`src/rtl/cpu_run_ctrl_if.sv`:
```
// Run-controller bus: launch/abort requests and the CPU retire stream in,
// CPU reset/stall controls and run status/counters out.
interface cpu_run_ctrl_if #(
  parameter int ADDR_W = 32,
  parameter int CNT_W  = 32
);
  logic              start;
  logic              abort;
  logic              retire_valid;
  logic [ADDR_W-1:0] retire_pc;
  logic              cpu_rst;
  logic              cpu_stall;
  logic              running;
  logic              done;
  logic              timeout;
  logic [1:0]        cause;
  logic [CNT_W-1:0]  cycle_count;
  logic [CNT_W-1:0]  retire_count;

  // Harness / CPU side: issues requests and reports retirements.
  modport master (
    output start, abort, retire_valid, retire_pc,
    input  cpu_rst, cpu_stall, running, done, timeout, cause,
           cycle_count, retire_count
  );

  // Controller side.
  modport slave (
    input  start, abort, retire_valid, retire_pc,
    output cpu_rst, cpu_stall, running, done, timeout, cause,
           cycle_count, retire_count
  );
endinterface

```
`src/rtl/cpu_run_ctrl.sv`:
```
// CPU run sequencer: issues a programmable-length CPU reset pulse, runs the
// program while counting cycles and retirements, and stops on the end
// address, a cycle limit or a no-retire watchdog. All outputs are registers.
module cpu_run_ctrl #(
  parameter int                ADDR_W      = 32,
  parameter logic [ADDR_W-1:0] END_ADDR    = 'ha0,
  parameter int                RST_CYCLES  = 2,
  parameter int                MAX_CYCLES  = 4096,
  parameter int                WDOG_CYCLES = 64,
  parameter int                CNT_W       = 32
) (
  input logic          clk,
  input logic          rst,
  cpu_run_ctrl_if.slave bus
);

  localparam int RST_W  = (RST_CYCLES > 1) ? $clog2(RST_CYCLES) : 1;
  localparam int WDOG_W = $clog2(WDOG_CYCLES);

  localparam logic [RST_W-1:0]  RST_LAST  = RST_W'(RST_CYCLES - 1);
  localparam logic [CNT_W-1:0]  CYC_LAST  = CNT_W'(MAX_CYCLES - 1);
  localparam logic [WDOG_W-1:0] WDOG_LAST = WDOG_W'(WDOG_CYCLES - 1);

  localparam logic [1:0] CAUSE_NONE  = 2'd0;
  localparam logic [1:0] CAUSE_END   = 2'd1;
  localparam logic [1:0] CAUSE_LIMIT = 2'd2;
  localparam logic [1:0] CAUSE_WDOG  = 2'd3;

  typedef enum logic [2:0] {
    S_IDLE,
    S_RESET,
    S_RUN,
    S_DONE,
    S_TIMEOUT
  } state_t;

  state_t            state;
  logic [RST_W-1:0]  rst_cnt;
  logic [WDOG_W-1:0] wdog_cnt;

  // Exit conditions evaluated from registered counters and the retire port.
  logic end_hit;
  logic cyc_limit;
  logic wdog_hit;
  logic cyc_sat;
  logic ret_sat;

  assign end_hit   = bus.retire_valid && (bus.retire_pc == END_ADDR);
  assign cyc_limit = (bus.cycle_count == CYC_LAST);
  assign wdog_hit  = (wdog_cnt == WDOG_LAST) && !bus.retire_valid;
  assign cyc_sat   = &bus.cycle_count;
  assign ret_sat   = &bus.retire_count;

  // Sequencer FSM with registered outputs, counters and watchdog.
  // NOTE: every state register here uses non-blocking assignment so all
  // flops update together from pre-edge values; blocking would chain them.
  always_ff @(posedge clk or negedge rst) begin
    if (!rst) begin
      state            <= S_IDLE;
      rst_cnt          <= '0;
      wdog_cnt         <= '0;
      bus.cpu_rst      <= 1'b1;
      bus.cpu_stall    <= 1'b0;
      bus.running      <= 1'b0;
      bus.done         <= 1'b0;
      bus.timeout      <= 1'b0;
      bus.cause        <= CAUSE_NONE;
      bus.cycle_count  <= '0;
      bus.retire_count <= '0;
    end else if (bus.abort) begin
      // Abort outranks everything, including a simultaneous start; counters
      // are kept for post-mortem inspection.
      state         <= S_IDLE;
      bus.cpu_rst   <= 1'b1;
      bus.cpu_stall <= 1'b0;
      bus.running   <= 1'b0;
      bus.done      <= 1'b0;
      bus.timeout   <= 1'b0;
      bus.cause     <= CAUSE_NONE;
    end else begin
      case (state)
        S_IDLE, S_DONE, S_TIMEOUT: begin
          if (bus.start) begin
            state            <= S_RESET;
            rst_cnt          <= '0;
            wdog_cnt         <= '0;
            bus.cpu_rst      <= 1'b1;
            bus.cpu_stall    <= 1'b0;
            bus.done         <= 1'b0;
            bus.timeout      <= 1'b0;
            bus.cause        <= CAUSE_NONE;
            bus.cycle_count  <= '0;
            bus.retire_count <= '0;
          end
        end

        S_RESET: begin
          if (rst_cnt == RST_LAST) begin
            state       <= S_RUN;
            bus.cpu_rst <= 1'b0;
            bus.running <= 1'b1;
          end else begin
            rst_cnt <= rst_cnt + 1'b1;
          end
        end

        S_RUN: begin
          // The limit cycle itself is not counted so the final value reads
          // MAX_CYCLES-1; both counters stick at all-ones rather than wrap.
          if (!cyc_limit && !cyc_sat) bus.cycle_count <= bus.cycle_count + 1'b1;
          if (bus.retire_valid && !ret_sat) bus.retire_count <= bus.retire_count + 1'b1;

          if (bus.retire_valid)  wdog_cnt <= '0;
          else if (!wdog_hit)    wdog_cnt <= wdog_cnt + 1'b1;

          if (end_hit) begin
            state         <= S_DONE;
            bus.cause     <= CAUSE_END;
            bus.running   <= 1'b0;
            bus.done      <= 1'b1;
            bus.cpu_stall <= 1'b1;
          end else if (cyc_limit) begin
            state         <= S_TIMEOUT;
            bus.cause     <= CAUSE_LIMIT;
            bus.running   <= 1'b0;
            bus.timeout   <= 1'b1;
            bus.cpu_stall <= 1'b1;
          end else if (wdog_hit) begin
            state         <= S_TIMEOUT;
            bus.cause     <= CAUSE_WDOG;
            bus.running   <= 1'b0;
            bus.timeout   <= 1'b1;
            bus.cpu_stall <= 1'b1;
          end
        end

        default: begin
          state         <= S_IDLE;
          bus.cpu_rst   <= 1'b1;
          bus.cpu_stall <= 1'b0;
          bus.running   <= 1'b0;
          bus.done      <= 1'b0;
          bus.timeout   <= 1'b0;
          bus.cause     <= CAUSE_NONE;
        end
      endcase
    end
  end

endmodule

```
`src/flat_wrapper.sv`:
```
// flat-port wrapper written by rule: the top's interface ports become plain ports
module cpu_run_ctrl_flat 
#(
  parameter int                ADDR_W      = 32,
  parameter logic [ADDR_W-1:0] END_ADDR    = 'ha0,
  parameter int                RST_CYCLES  = 2,
  parameter int                MAX_CYCLES  = 4096,
  parameter int                WDOG_CYCLES = 64,
  parameter int                CNT_W       = 32
)
  (clk, rst, bus_start, bus_abort, bus_retire_valid, bus_retire_pc, bus_cpu_rst, bus_cpu_stall, bus_running, bus_done, bus_timeout, bus_cause, bus_cycle_count, bus_retire_count);
  cpu_run_ctrl_if #(.ADDR_W(ADDR_W), .CNT_W(CNT_W)) bus_i ();
  input logic clk;
  input logic rst;
  input wire logic [$bits(bus_i.start)-1:0] bus_start;
  input wire logic [$bits(bus_i.abort)-1:0] bus_abort;
  input wire logic [$bits(bus_i.retire_valid)-1:0] bus_retire_valid;
  input wire logic [$bits(bus_i.retire_pc)-1:0] bus_retire_pc;
  output wire logic [$bits(bus_i.cpu_rst)-1:0] bus_cpu_rst;
  output wire logic [$bits(bus_i.cpu_stall)-1:0] bus_cpu_stall;
  output wire logic [$bits(bus_i.running)-1:0] bus_running;
  output wire logic [$bits(bus_i.done)-1:0] bus_done;
  output wire logic [$bits(bus_i.timeout)-1:0] bus_timeout;
  output wire logic [$bits(bus_i.cause)-1:0] bus_cause;
  output wire logic [$bits(bus_i.cycle_count)-1:0] bus_cycle_count;
  output wire logic [$bits(bus_i.retire_count)-1:0] bus_retire_count;
  assign bus_i.start = bus_start;
  assign bus_i.abort = bus_abort;
  assign bus_i.retire_valid = bus_retire_valid;
  assign bus_i.retire_pc = bus_retire_pc;
  assign bus_cpu_rst = bus_i.cpu_rst;
  assign bus_cpu_stall = bus_i.cpu_stall;
  assign bus_running = bus_i.running;
  assign bus_done = bus_i.done;
  assign bus_timeout = bus_i.timeout;
  assign bus_cause = bus_i.cause;
  assign bus_cycle_count = bus_i.cycle_count;
  assign bus_retire_count = bus_i.retire_count;
  cpu_run_ctrl #(.ADDR_W(ADDR_W), .END_ADDR(END_ADDR), .RST_CYCLES(RST_CYCLES), .MAX_CYCLES(MAX_CYCLES), .WDOG_CYCLES(WDOG_CYCLES), .CNT_W(CNT_W)) u_core (.clk(clk), .rst(rst), .bus(bus_i));
endmodule
```
`config.mk`:
```
export PLATFORM = sky130hd
export DESIGN_NAME = cpu_run_ctrl_flat
export DESIGN_NICKNAME = d
export VERILOG_FILES = /design/src/rtl/cpu_run_ctrl_if.sv /design/src/rtl/cpu_run_ctrl.sv /design/src/flat_wrapper.sv
export SDC_FILE = /design/constraint.sdc
export NUM_CORES = 1
export LEC_CHECK = 0
export CORE_UTILIZATION = 30
export CTS_BUF_LIST = sky130_fd_sc_hd__clkbuf_4 sky130_fd_sc_hd__clkbuf_8
export CTS_CLUSTER_SIZE = 14
export DETAILED_ROUTE_END_ITERATION = 16
export REMOVE_ABC_BUFFERS = 1
export SETUP_SLACK_MARGIN = 0.5
export SKIP_LAST_GASP = 1
export SYNTH_ARGS = -nofsm -noshare
export SYNTH_HDL_FRONTEND = slang
export SYNTH_SLANG_ARGS = --single-unit
```
`constraint.sdc`:
```
create_clock -name clk -period 2.3 [get_ports clk]
set_input_delay 0.23 -clock clk [delete_from_list [all_inputs] [get_ports clk]]
set_output_delay 0.23 -clock clk [all_outputs]
set_load 0.01 [all_outputs]
```
Word level (Yosys, flattened, before mapping):

Index checks and enable logic that the tools add are counted.

* reductions and logical operators: 24
* equal/unequal tests: 20
* div/mod/pow operators: 0
* shift operators: 0
* $add $sub $neg: 4
* order comparisons: 0
* multipliers: 0
* bitwise logic cells: 1
* muxes and demuxes: 46

Operators by type and width (count)
* 32-bit case mux with 2 select lines: 2
* 32-bit two-way mux: 3
* 32-bit by 1-bit adder with 32-bit output (second input constant): 2
* 32-bit AND reduction: 2
* 32-bit by 12-bit == test with 1-bit output (second input constant): 1
* 32-bit by 8-bit == test with 1-bit output (second input constant): 1
* 1-bit two-way mux: 18
* 3-bit two-way mux: 6
* 6-bit two-way mux: 3
* 3-bit AND reduction: 6
* 4-bit AND reduction: 4
* 1-bit case mux with 3 select lines: 5
* 6-bit case mux with 2 select lines: 1
* 2-bit two-way mux: 5
* 3-bit != test (second input constant): 3
* 3-bit case mux with 3 select lines: 1
* 2-bit != test (second input constant): 4
* 6-bit by 1-bit adder with 6-bit output (second input constant): 1
* 3-bit by 2-bit == test with 1-bit output (second input constant): 2
* 6-bit == test (second input constant): 1
* 3-bit by 2-bit != test with 1-bit output (second input constant): 2
* 2-bit case mux with 3 select lines: 1
* 5-bit by 2-bit != test with 1-bit output (second input constant): 1
* 1-bit logical AND: 4
* other kinds (11): 16

* memories: 0
* bits in registers: 81
* ROM bits: 0
* output and inout port bits: 71
* bits of input ports: 37
* logic and storage cells: 106
* bits in latches: 0
* RAM bits: 0

Depth between registers and ports, before layout:

* depth in word-level cells: 7
* mapped depth: 9
* mapped depth without buffers: 7

Worst setup path after synthesis:

No wires, ideal clock.

* kind: flip-flop to flip-flop
* start: register u_core.bus.retire_count[9] in the netlist's numbering
* end: register u_core.bus.retire_count[23] in the netlist's numbering
* period minus slack after synthesis: 2114 ps
* library setup time: 122 ps
* path buffers: 2
* slack: 186 ps
* cell stages (with the launch flop): 9
* required time: 2178 ps
* arrival time: 1992 ps
* cell sequence: dfrtp_1 -> buf_4 -> nand3_2 -> or2_1 -> buf_2 -> or4_4 -> nor3_2 -> o21ai_0 -> a32o_1

* longest elaborated chain between the ends: 5
* elaborated cells on any way between the ends: 8
* those cells by class: add/sub (1); eq/ne (1); mux (2); reduce/logical (4)

RTL lines
* start: declaration: RTL line cpu_run_ctrl_if.sv:31 `cycle_count, retire_count`
* start signal: assignment: RTL line cpu_run_ctrl.sv:111 `if (bus.retire_valid && !ret_sat) bus.retire_count <= bus.retire_count + 1'b1;`
* branches (longest 5 deep; another with 32-bit by 1-bit adder with 32-bit output)

Parallel ways; which one is timed is not known. The select of a mux whose other input is x is not followed.
A chain may end at the register's enable or synchronous reset.

Worst setup path in the final report:

* start: register u_core.bus.retire_count[1] in the netlist's numbering
* end: register u_core.bus.retire_count[25] in the netlist's numbering

The elaborated chain is that of the path after synthesis.

==> flow_summary.yaml <==
finish:
  fin_cells: 980
  n_antenna_cell: 0
  drive_gt1_frac: 0.363
  multi_input_area_mm2: 0.00317
  fillerInstances: 1352
  seq_area_mm2: 0.00204
  nets: 804
  areaGrowthSynthToFinish_pct: 66.4
clock_network:
  cts_buffers: 9
  root_buffer: "clkbuf_8"
  clk-insertion-delay-late_ns: 0.39
  clock-sinks: 81
  cts_tree: "built"
  cts.reportedPaths.clkPinSlew_ns: 0.09
  h-tree-depth: 3
  cts_buffer_depth: 2
global_routing:
  grt_use_met1: 0.258
  grt_pass1_wl_um: 25800
  use_met3: 0.0367
  use_met2: 0.331
  grt_max_degree: 45
  grt_overflow: 0
  grt_pass1_vias: 5277
  grt_usage: 0.200
  busiest_layer: "met2"
  grt_antenna_before_repair: 0
pwr:
  ir_drop_mv: 0.330
  p_int_uw: 3220
  clock_power_share: 0.250
  swShare: 0.357
  pwr_density_cell_mw_per_mm2: 630
  seq_power_share: 0.328
  leakagePower_uw: 0.00324
  p_sw_uw: 1780
  power_frac_comb: 0.423
floorplan:
  rows: 45
  initial_core_util: 0.311
  die_area_mm2: 0.0164
  design.core.area_mm2: 0.0154
  num_io_pins: 108
  die_w_um: 128
  die_y_um: 128
synthesis:
  synth_compound_area_frac: 0.241
  syn_avg_cell_area_um2: 8.89
  syn_area_mm2: 0.00477
  ys_seq_area_frac: 0.425
  synthCells: 537
  yosysMostFrequentCell: "dfrtp_1"
  synth_ff_type: "dfrtp_1"
  synth.area.top_cells: "dfrtp_1, o21ai_0, o31ai_1"
  yosysWarningCount: 0
  yosys.area.top_type: "dfrtp_1"
  synth_xor_area_frac: 0
  async_flop_share: 1.00
  yosys.area_share.simple: 0.287
  ys_seq_elements: 81
  yosys.cell_types.count: 58
  synthAdderAreaFrac: 0.00786
  synth_edf_count: 0
  synth_top_family_by_area: "simple AND/OR/NAND/NOR gates"
  synthMuxAreaShare: 0.00210
  synth_top_area_frac: 0.419
  ys_top_cells_by_count: "dfrtp_1, o21ai_0, nand2_1"
place:
  gp_congestion: 0.823
  place_inst: 891
  hpwl_um: 10500
  portBuffers: 107
drt:
  wl_per_cell_um: 16.9
  drt-initial-drc-count: 476
  wirelength_um: 16500
  vias: 5463
  ant_nets: 0
  drc: 0
  viasPerCell: 5.57
  first_pass_iters: 5
run_status:
  status: "completed"
timing:
  setup_viol: 0
  period_minus_slack_ns: 2.05
  rsz0062_at_grt: "true"
  hold_viol: 0
  fmaxAchievable_mhz: 489
  skew_ns: 0.0161
  drv_slew: 0
  fin_crit_sh: 0.890
  holdWs_ns: 0.395
  max-slew-margin-rel: 0.589
  tightestPinTransition_ns: 0.617
flow_run:
  drv_cap: 0
critical_path:
  startpoint_type: "flip-flop"
  arrival_ns: 2.32
  end_kind: "flip-flop"
  critPathKind: "flip-flop to flip-flop"
  crit_fanout: 3
  cp.required_ns: 2.57
hold_path:
  hold_path.class: "primary input to async pin"
-- power by group through the flow --
stage	Sequential [uW]	Combinational (uW)	Clock, uW
global placement	1650	1410	0
floorplan	1710	663	0
CTS	1640	1850	1260
finish	1640	2110	1250
global route	1660	2270	1340
detailed placement	1660	1420	0
-- registers in the layout (all words and copies together), names as in the netlist --
signal and cells:
u_core.bus.cpu_stall 1, u_core.bus.timeout 1, u_core.wdog_cnt 6, u_core.rst_cnt 1, u_core.bus.cycle_count 32, u_core.bus.cpu_rst 1, u_core.bus.running 1, u_core.bus.retire_count 32
u_core.state 3, u_core.bus.done 1, u_core.bus.cause 2
-- logic make-up (layout without fill, tap and decap cells) --
group                    Yosys count  in the layout
AO/OA/AOI/OAI                    177            180
flip-flops                        81             81
AND/OR/NAND/NOR                  241            241
adder cells (fa/ha/maj)            3              3
multiplexers                       1              1
buffers and inverters             34            263
-- repair_timing --
action,CTS,global route
setup endpoints to repair,77,82
buffers inserted,44,22
pin swaps,40,58
cloned,5,1
gates resized for setup,93,109
hold buffers,1,0
hold endpoints to repair,42,0
-- cell type report --
type | instances | share of cell area
Clock buffer | 12 | 0.0200
Clock inverter | 4 | 0.00945
Inverter | 9 | 0.00425
Multi-Input combinational cell | 425 | 0.399
Sequential cell | 81 | 0.257
Tap cell | 211 | 0.0332
Timing Repair Buffer | 238 | 0.277
-- critical path: stages (launching register included) --
cell,delay [ns]
dfrtp_1,0.42
ha_4,0.16
and4_4,0.23
and4bb_2,0.28
nor4b_4,0.28
nor2_2,0.12
and3_4,0.19
a211o_1,0.26
-- metrics by stage --
stage	setup WS, ns	setup TNS (ns)	total power (uW)	area (um2)	utilization
floorplan	-0.314	-3.48	2370	4630	-
finish	0.253	0	5000	7950	0.517
detailed placement	-0.0110	-0.0110	3080	6430	0.418
CTS	0.334	0	4750	7400	0.482
global placement	0.0625	0	3060	6430	0.418
global route	0.159	0	5270	7950	0.517
-- layout by cell type (no fill, tap or decap), types with 9 or more instances in the layout --
cell type / instances
clkbuf_8: 11
inv_1: 9
dfrtp_1: 69
nor2_2: 9
clkdlybuf4s50_1: 104
nand3_1: 40
and3_1: 11
o21ai_1: 17
a31oi_1: 14
o211ai_1: 24
nor4_1: 12
nor2_1: 20
buf_6: 24
o21ai_2: 11
nand2_1: 39
buf_4: 104
o21ai_0: 22
a21oi_1: 21
o31ai_1: 23
dfrtp_2: 11
nand4_1: 15
-- layer usage --
metal / share of wire / vias to the layer above
li1: - / 2550
met2: 0.49 / 188
met1: 0.44 / 2691
met3: 0.049 / 34
met5: 0 / -
met4: 0.023 / 0
-- worst paths after layout --
kind | from | end | slack (ns) | depth (start not counted)
worst max register to register | u_core.bus.retire_count[1] | u_core.bus.retire_count[25] | 0.25 | 7
worst min-delay path | rst | u_core.bus.retire_count[5] | 0.40 | 2
worst max-delay path | u_core.bus.retire_count[1] | u_core.bus.retire_count[25] | 0.25 | 7
min in group clk | u_core.bus.cpu_rst | u_core.bus.cpu_rst | 0.49 | 2
worst min register to register | u_core.bus.cpu_rst | u_core.bus.cpu_rst | 0.49 | 2
max in group asynchronous | rst | u_core.bus.cycle_count[23] | 1.23 | 3
No activity file was read; power rests on OpenSTA's default activity.
